[config.mk]
export PLATFORM = sky130hd
export DESIGN_NAME = vga_console_writer_m
export DESIGN_NICKNAME = d
export VERILOG_FILES = /design/src/rtl/vga_console_writer_m.sv
export SDC_FILE = /design/constraint.sdc
export NUM_CORES = 1
export LEC_CHECK = 0
export CAP_MARGIN = 20
export CORE_MARGIN = 10
export CORE_UTILIZATION = 55
export CTS_CLUSTER_SIZE = 20
export DETAILED_ROUTE_END_ITERATION = 6
export GPL_ROUTABILITY_DRIVEN = 0
export PLACE_DENSITY = 0.82
export SLEW_MARGIN = 20
export SYNTH_ARGS = -nofsm -noshare
export SYNTH_HDL_FRONTEND = slang
export SYNTH_SLANG_ARGS = --single-unit
[constraint.sdc]
create_clock -name i_clk_25MHz -period 5.4 [get_ports i_clk_25MHz]
set_input_delay 0.54 -clock i_clk_25MHz [delete_from_list [all_inputs] [get_ports i_clk_25MHz]]
set_output_delay 0.54 -clock i_clk_25MHz [all_outputs]
set_load 0.1 [all_outputs]
[src/rtl/vga_console_writer_m.sv]
// Console byte-stream writer for the VGA text-mode frame buffer.
// Interprets CR/BS/LF/FF, prints every other byte at the cursor, and clears
// rows and the full screen with blank words using the current colours.
module vga_console_writer_m #(
  parameter logic [3:0] RST_FG = 4'h7,
  parameter logic [3:0] RST_BG = 4'h0
) (
  input  logic        i_clk_25MHz,
  input  logic        i_rst_n,
  input  logic        i_valid,
  input  logic [7:0]  i_char,
  input  logic [3:0]  i_fg,
  input  logic [3:0]  i_bg,
  output logic        o_ready,
  output logic [3:0]  o_mem_we,
  output logic [11:0] o_mem_waddr,
  output logic [31:0] o_mem_wdata,
  output logic [6:0]  o_cursor_col,
  output logic [5:0]  o_cursor_row
);

  typedef enum logic [1:0] {
    S_CLR_SCREEN,
    S_CLR_LINE,
    S_IDLE
  } state_e;

  localparam logic [7:0]  CHAR_BS   = 8'h08;
  localparam logic [7:0]  CHAR_LF   = 8'h0A;
  localparam logic [7:0]  CHAR_FF   = 8'h0C;
  localparam logic [7:0]  CHAR_CR   = 8'h0D;
  localparam logic [7:0]  CHAR_SP   = 8'h20;
  localparam logic [6:0]  LAST_COL  = 7'd79;
  localparam logic [5:0]  LAST_ROW  = 6'd59;
  localparam logic [11:0] LINE_LAST = 12'd39;    // 40 words per row
  localparam logic [11:0] SCR_LAST  = 12'd2399;  // 60 rows * 40 words

  // First word address of a row: row*40 without a multiplier.
  function automatic logic [11:0] row_base(input logic [5:0] row);
    return ({6'd0, row} << 5) + ({6'd0, row} << 3);
  endfunction

  state_e      state_q,     state_d;
  logic [11:0] clr_cnt_q,   clr_cnt_d;
  logic [6:0]  col_q,       col_d;
  logic [5:0]  row_q,       row_d;
  logic [3:0]  fg_q,        fg_d;
  logic [3:0]  bg_q,        bg_d;
  logic [3:0]  mem_we_q,    mem_we_d;
  logic [11:0] mem_waddr_q, mem_waddr_d;
  logic [31:0] mem_wdata_q, mem_wdata_d;

  logic [5:0]  next_row;
  logic [11:0] cursor_addr;
  logic [31:0] blank_word;

  // Row after the current one; the screen wraps instead of scrolling.
  assign next_row    = (row_q == LAST_ROW) ? 6'd0 : row_q + 6'd1;
  assign cursor_addr = row_base(row_q) + {6'd0, col_q[6:1]};
  assign blank_word  = {bg_q, fg_q, CHAR_SP, bg_q, fg_q, CHAR_SP};

  // Next-state, cursor, colour and write-port computation.
  always_comb begin
    // NOTE: every variable gets a default first so no path can infer a latch.
    state_d     = state_q;
    clr_cnt_d   = clr_cnt_q;
    col_d       = col_q;
    row_d       = row_q;
    fg_d        = fg_q;
    bg_d        = bg_q;
    mem_we_d    = 4'h0;
    mem_waddr_d = mem_waddr_q;
    mem_wdata_d = mem_wdata_q;

    case (state_q)
      S_CLR_SCREEN: begin
        mem_we_d    = 4'hF;
        mem_waddr_d = clr_cnt_q;
        mem_wdata_d = blank_word;
        if (clr_cnt_q == SCR_LAST) begin
          clr_cnt_d = 12'd0;
          state_d   = S_IDLE;
        end else begin
          clr_cnt_d = clr_cnt_q + 12'd1;
        end
      end

      S_CLR_LINE: begin
        mem_we_d    = 4'hF;
        mem_waddr_d = row_base(row_q) + clr_cnt_q;
        mem_wdata_d = blank_word;
        if (clr_cnt_q == LINE_LAST) begin
          clr_cnt_d = 12'd0;
          state_d   = S_IDLE;
        end else begin
          clr_cnt_d = clr_cnt_q + 12'd1;
        end
      end

      S_IDLE: begin
        if (i_valid) begin
          fg_d = i_fg;
          bg_d = i_bg;
          case (i_char)
            CHAR_CR: col_d = 7'd0;
            CHAR_BS: begin
              if (col_q != 7'd0) col_d = col_q - 7'd1;
            end
            CHAR_LF: begin
              col_d     = 7'd0;
              row_d     = next_row;
              clr_cnt_d = 12'd0;
              state_d   = S_CLR_LINE;
            end
            CHAR_FF: begin
              col_d     = 7'd0;
              row_d     = 6'd0;
              clr_cnt_d = 12'd0;
              state_d   = S_CLR_SCREEN;
            end
            default: begin
              mem_waddr_d = cursor_addr;
              if (col_q[0]) begin
                mem_we_d    = 4'b1100;
                mem_wdata_d = {i_bg, i_fg, i_char, 16'h0000};
              end else begin
                mem_we_d    = 4'b0011;
                mem_wdata_d = {16'h0000, i_bg, i_fg, i_char};
              end
              if (col_q == LAST_COL) begin
                col_d     = 7'd0;
                row_d     = next_row;
                clr_cnt_d = 12'd0;
                state_d   = S_CLR_LINE;
              end else begin
                col_d = col_q + 7'd1;
              end
            end
          endcase
        end
      end

      default: state_d = S_IDLE;
    endcase
  end

  // State, cursor, colour and registered write port; reset restarts the clear.
  always_ff @(posedge i_clk_25MHz or negedge i_rst_n) begin
    if (!i_rst_n) begin
      state_q     <= S_CLR_SCREEN;
      clr_cnt_q   <= 12'd0;
      col_q       <= 7'd0;
      row_q       <= 6'd0;
      fg_q        <= RST_FG;
      bg_q        <= RST_BG;
      mem_we_q    <= 4'h0;
      mem_waddr_q <= 12'd0;
      mem_wdata_q <= 32'd0;
    end else begin
      // NOTE: non-blocking assignments so every flop samples pre-edge values.
      state_q     <= state_d;
      clr_cnt_q   <= clr_cnt_d;
      col_q       <= col_d;
      row_q       <= row_d;
      fg_q        <= fg_d;
      bg_q        <= bg_d;
      mem_we_q    <= mem_we_d;
      mem_waddr_q <= mem_waddr_d;
      mem_wdata_q <= mem_wdata_d;
    end
  end

  assign o_ready      = (state_q == S_IDLE);
  assign o_mem_we     = mem_we_q;
  assign o_mem_waddr  = mem_waddr_q;
  assign o_mem_wdata  = mem_wdata_q;
  assign o_cursor_col = col_q;
  assign o_cursor_row = row_q;

endmodule

==> qor.csv <==
stage,metric,value,unit
place,post-DP HPWL,9047,µm
yosys,number of warning messages in the yosys log,0,
cts,buffer depth of the longest clock path,2,
yosys,Post-synth EDFFs,0,
cts,Post-CTS Setup Inserts,0,
final_layout,layout overhead on the synthesized area,22.46,%
yosys,flip-flop cell with the highest count after synthesis,sky130_fd_sc_hd__dfrtp_1,
final_layout,number of diodes added for antenna fixing,0,
yosys,most instantiated library cell after synthesis,sky130_fd_sc_hd__dfrtp_1,
critical_path,"Req. time, crit path",4.86,ns
floorplanning,I/O pin cnt,81,
final_layout,nets@finish,622,
floorplanning,floorplan die area,12660,µm²
critical_path,sort of element at the end of the critical path,output pin,
place,count of input and output buffers,80,
global_routing,global-route wire length before repair,20700,µm
sta,share of the cycle needed by the critical path after routing,62.67,%
cts,CTS Buf Count,9,
sta,Sum Neg Setup Slack,0,ns
route,mean number of vias per cell,6.049,
global_routing,via count of the first global-routing pass,4094,
yosys,Synth top area share,41.46,%
route,Pre-Repair DR Iteration Count,5,
hold_path,HP Class,in -> async,
floorplanning,count of standard-cell rows,33,
global_routing,total congestion overflow,0,
cts,CTS tree,yes,
yosys,number of storage elements in the synthesis netlist,81,
sta,Final setup violation count,0,
critical_path,arrival time of the worst setup path,2.84,ns
floorplanning,Die X,112.5,µm
yosys,top cells by instance count after synthesis,"sky130_fd_sc_hd__dfrtp_1, sky130_fd_sc_hd__nand2_1, sky130_fd_sc_hd__o21ai_0",
global_routing,number of antenna violations at the first check in global routing,0,
yosys,Synth area leader,sky130_fd_sc_hd__dfrtp_1,
place,Area after DPL,5524,µm²
sta,Final min period,3.384,ns
final_layout,fill cell total of the finished layout,653,
route,post-DR wirelength/cell,17.98,µm
floorplanning,area of the placeable core,8258,µm²
critical_path,startpoint types,register,
cts,clock transition at the registers of the reported paths,0.09,ns
floorplanning,height of the die,112.5,µm
final_layout,number of non-filler instances in the completed layout,690,
cts,clock latency reported for the late side of the worst-skew pair,0.35,ns
critical_path,reg-to-reg critical path endpoint,o_mem_waddr[9],
cts,hold bufs inserted after CTS,0,
sta,Slew headroom,30.27,%
yosys,Synth Net Count,558,
yosys,share of synthesized registers carrying an async set or reset,100.0,%
floorplanning,effective utilization at floorplan,57.02,%
yosys,cell types with the largest area share after synthesis,"sky130_fd_sc_hd__dfrtp_1, sky130_fd_sc_hd__o21ai_0, sky130_fd_sc_hd__ha_1, sky130_fd_sc_hd__a21oi_1, sky130_fd_sc_hd__nand2_1",
yosys,instance count of the mapped netlist,516,
sta,FMAX,295.5,MHz
critical_path,highest fanout seen on the critical path,23,
sta,setup repair after global routing missed its margin,no,
sta,Final WS setup,2.016,ns
sta,slew at the pin closest to its max-slew limit,1.046,ns
place,worst slack after detailed placement,1.941,ns
cts,H-tree depth,3,
flow_run,reported max-cap violation count,0,
route,via count,4174,
critical_path,"Worst Path Class, Setup",reg -> out,
route,antenna violation net count after detailed routing,0,
cts,clock root buffer,sky130_fd_sc_hd__clkbuf_8,
final_layout,layout cells sized above 1,8.718,%
place,Cell Count Post-Placement,674,
critical_path,reg-to-reg critical path startpoint,state_q[0],
cts,number of sinks handled by clock tree synthesis,81,
critical_path,Reg2Reg Setup Slack,2.31,ns
route,residual DRC count,0,
cts,number of gates resized after cts,0,
global_routing,gr usage total,19.30,%
status,status,"finished, final reports clean",
global_routing,pin count of the biggest net entering global routing,82,
route,First DRT Iteration DRCs,337,
yosys,cell area after synthesis,4708,µm²
yosys,Avg Synthesized Cell Area,9.125,µm²
final_layout,final cell area excluding filler cells,5766,µm²
sta,worst clock skew on the final layout,0.007935,ns
sta,"Hold Vio Cnt, Final",0,
critical_path,number of cells traversed by the worst register-to-register path,10,
yosys,share of synthesized area occupied by flip-flops and latches,43.13,%
yosys,distinct cell type count after synthesis,61,
sta,final-report max-slew violation count,0,
route,total detailed-routing wirelength,12410,µm
[worst max path at each step]
stage	startpoint	end	slack, ns	cells after the start
6_report	state_q[0]	o_ready	2.02	4
3_5_place_dp	i_char[3]	o_mem_wdata[20]	1.94	6
4_1_cts	state_q[0]	o_ready	2.03	4
2_1_floorplan	state_q[0]	o_mem_waddr[9]	1.48	12
5_1_grt	state_q[0]	o_ready	1.92	4
3_3_place_gp	i_char[3]	o_mem_wdata[5]	2.03	7
[logic make-up after synthesis]
group	after synthesis	synth area share, %
and+or+nand+nor	184	19.69
adders and majority gates	23	6.431
xor gates and xnor gates	11	2.046
muxes	15	3.508
DFF	81	43.13
buffers and inverters	39	3.614
AOI/OAI and AO/OA	163	21.58
[metrics by stage]
step           utilization (%)  hold slack, ns
2_1_floorplan                -          0.2444
3_3_place_gp             66.89          0.4605
3_5_place_dp             66.89          0.4707
4_1_cts                  69.67          0.3881
5_1_grt                  69.82          0.2652
6_report                 69.82          0.2202
[cell usage in the layout (no fill, tap or decap), types with 4 or more instances in the layout]
master / instances
sky130_fd_sc_hd__nand3_1: 19
sky130_fd_sc_hd__a22oi_1: 7
sky130_fd_sc_hd__nand2_1: 64
sky130_fd_sc_hd__a21oi_1: 49
sky130_fd_sc_hd__a32oi_1: 5
sky130_fd_sc_hd__clkdlybuf4s50_1: 79
sky130_fd_sc_hd__dfrtp_1: 78
sky130_fd_sc_hd__nand2b_1: 6
sky130_fd_sc_hd__clkbuf_8: 10
sky130_fd_sc_hd__mux2_2: 12
sky130_fd_sc_hd__o22ai_1: 4
sky130_fd_sc_hd__nor2b_1: 28
sky130_fd_sc_hd__o21ai_0: 61
sky130_fd_sc_hd__nand4_1: 4
sky130_fd_sc_hd__nor3_1: 6
sky130_fd_sc_hd__ha_1: 21
sky130_fd_sc_hd__nor2_1: 31
sky130_fd_sc_hd__o31ai_1: 4
sky130_fd_sc_hd__xnor2_1: 9
sky130_fd_sc_hd__o31ai_2: 7
sky130_fd_sc_hd__inv_1: 8
[area by class of cell]
type	instances	area, µm²	area share [%]
Inverter	9	33.78	0.5859
Sequential cell	81	2031	35.22
Tap cell	105	131.4	2.279
Clock inverter	6	91.34	1.584
Timing Repair Buffer	83	824.5	14.30
Multi-Input combinational cell	396	2516	43.64
Clock buffer	10	137.6	2.387
[worst max-delay path: stages (launching register included)]
cell and delay (ns):
sky130_fd_sc_hd__dfrtp_1 0.42, sky130_fd_sc_hd__inv_1 0.11, sky130_fd_sc_hd__ha_1 0.40, sky130_fd_sc_hd__buf_4 0.35, sky130_fd_sc_hd__clkdlybuf4s50_1 1.19
[state kept, by name (all words and copies together) (netlist names)]
signal,count
bg_q,4
clr_cnt_q,12
fg_q,4
o_cursor_col,7
o_cursor_row,6
o_mem_waddr,12
o_mem_wdata,32
o_mem_we,2
state_q,2
[per-layer routing]
layer | GRT usage, % | wire length [µm] | part of all wire, % | vias up
li1 | - | - | - | 1982
met1 | 25.85 | 5553 | 45 | 2004
met2 | 30.40 | 5813 | 47 | 170
met3 | 4.579 | 889 | 7.2 | 18
met4 | 5.499 | 152 | 1.2 | 0
met5 | 0 | 0 | 0 | -
Power is left out: the tool's default activity adds up to more than one toggle a clock period on the data nets, which glitch-free logic cannot reach.
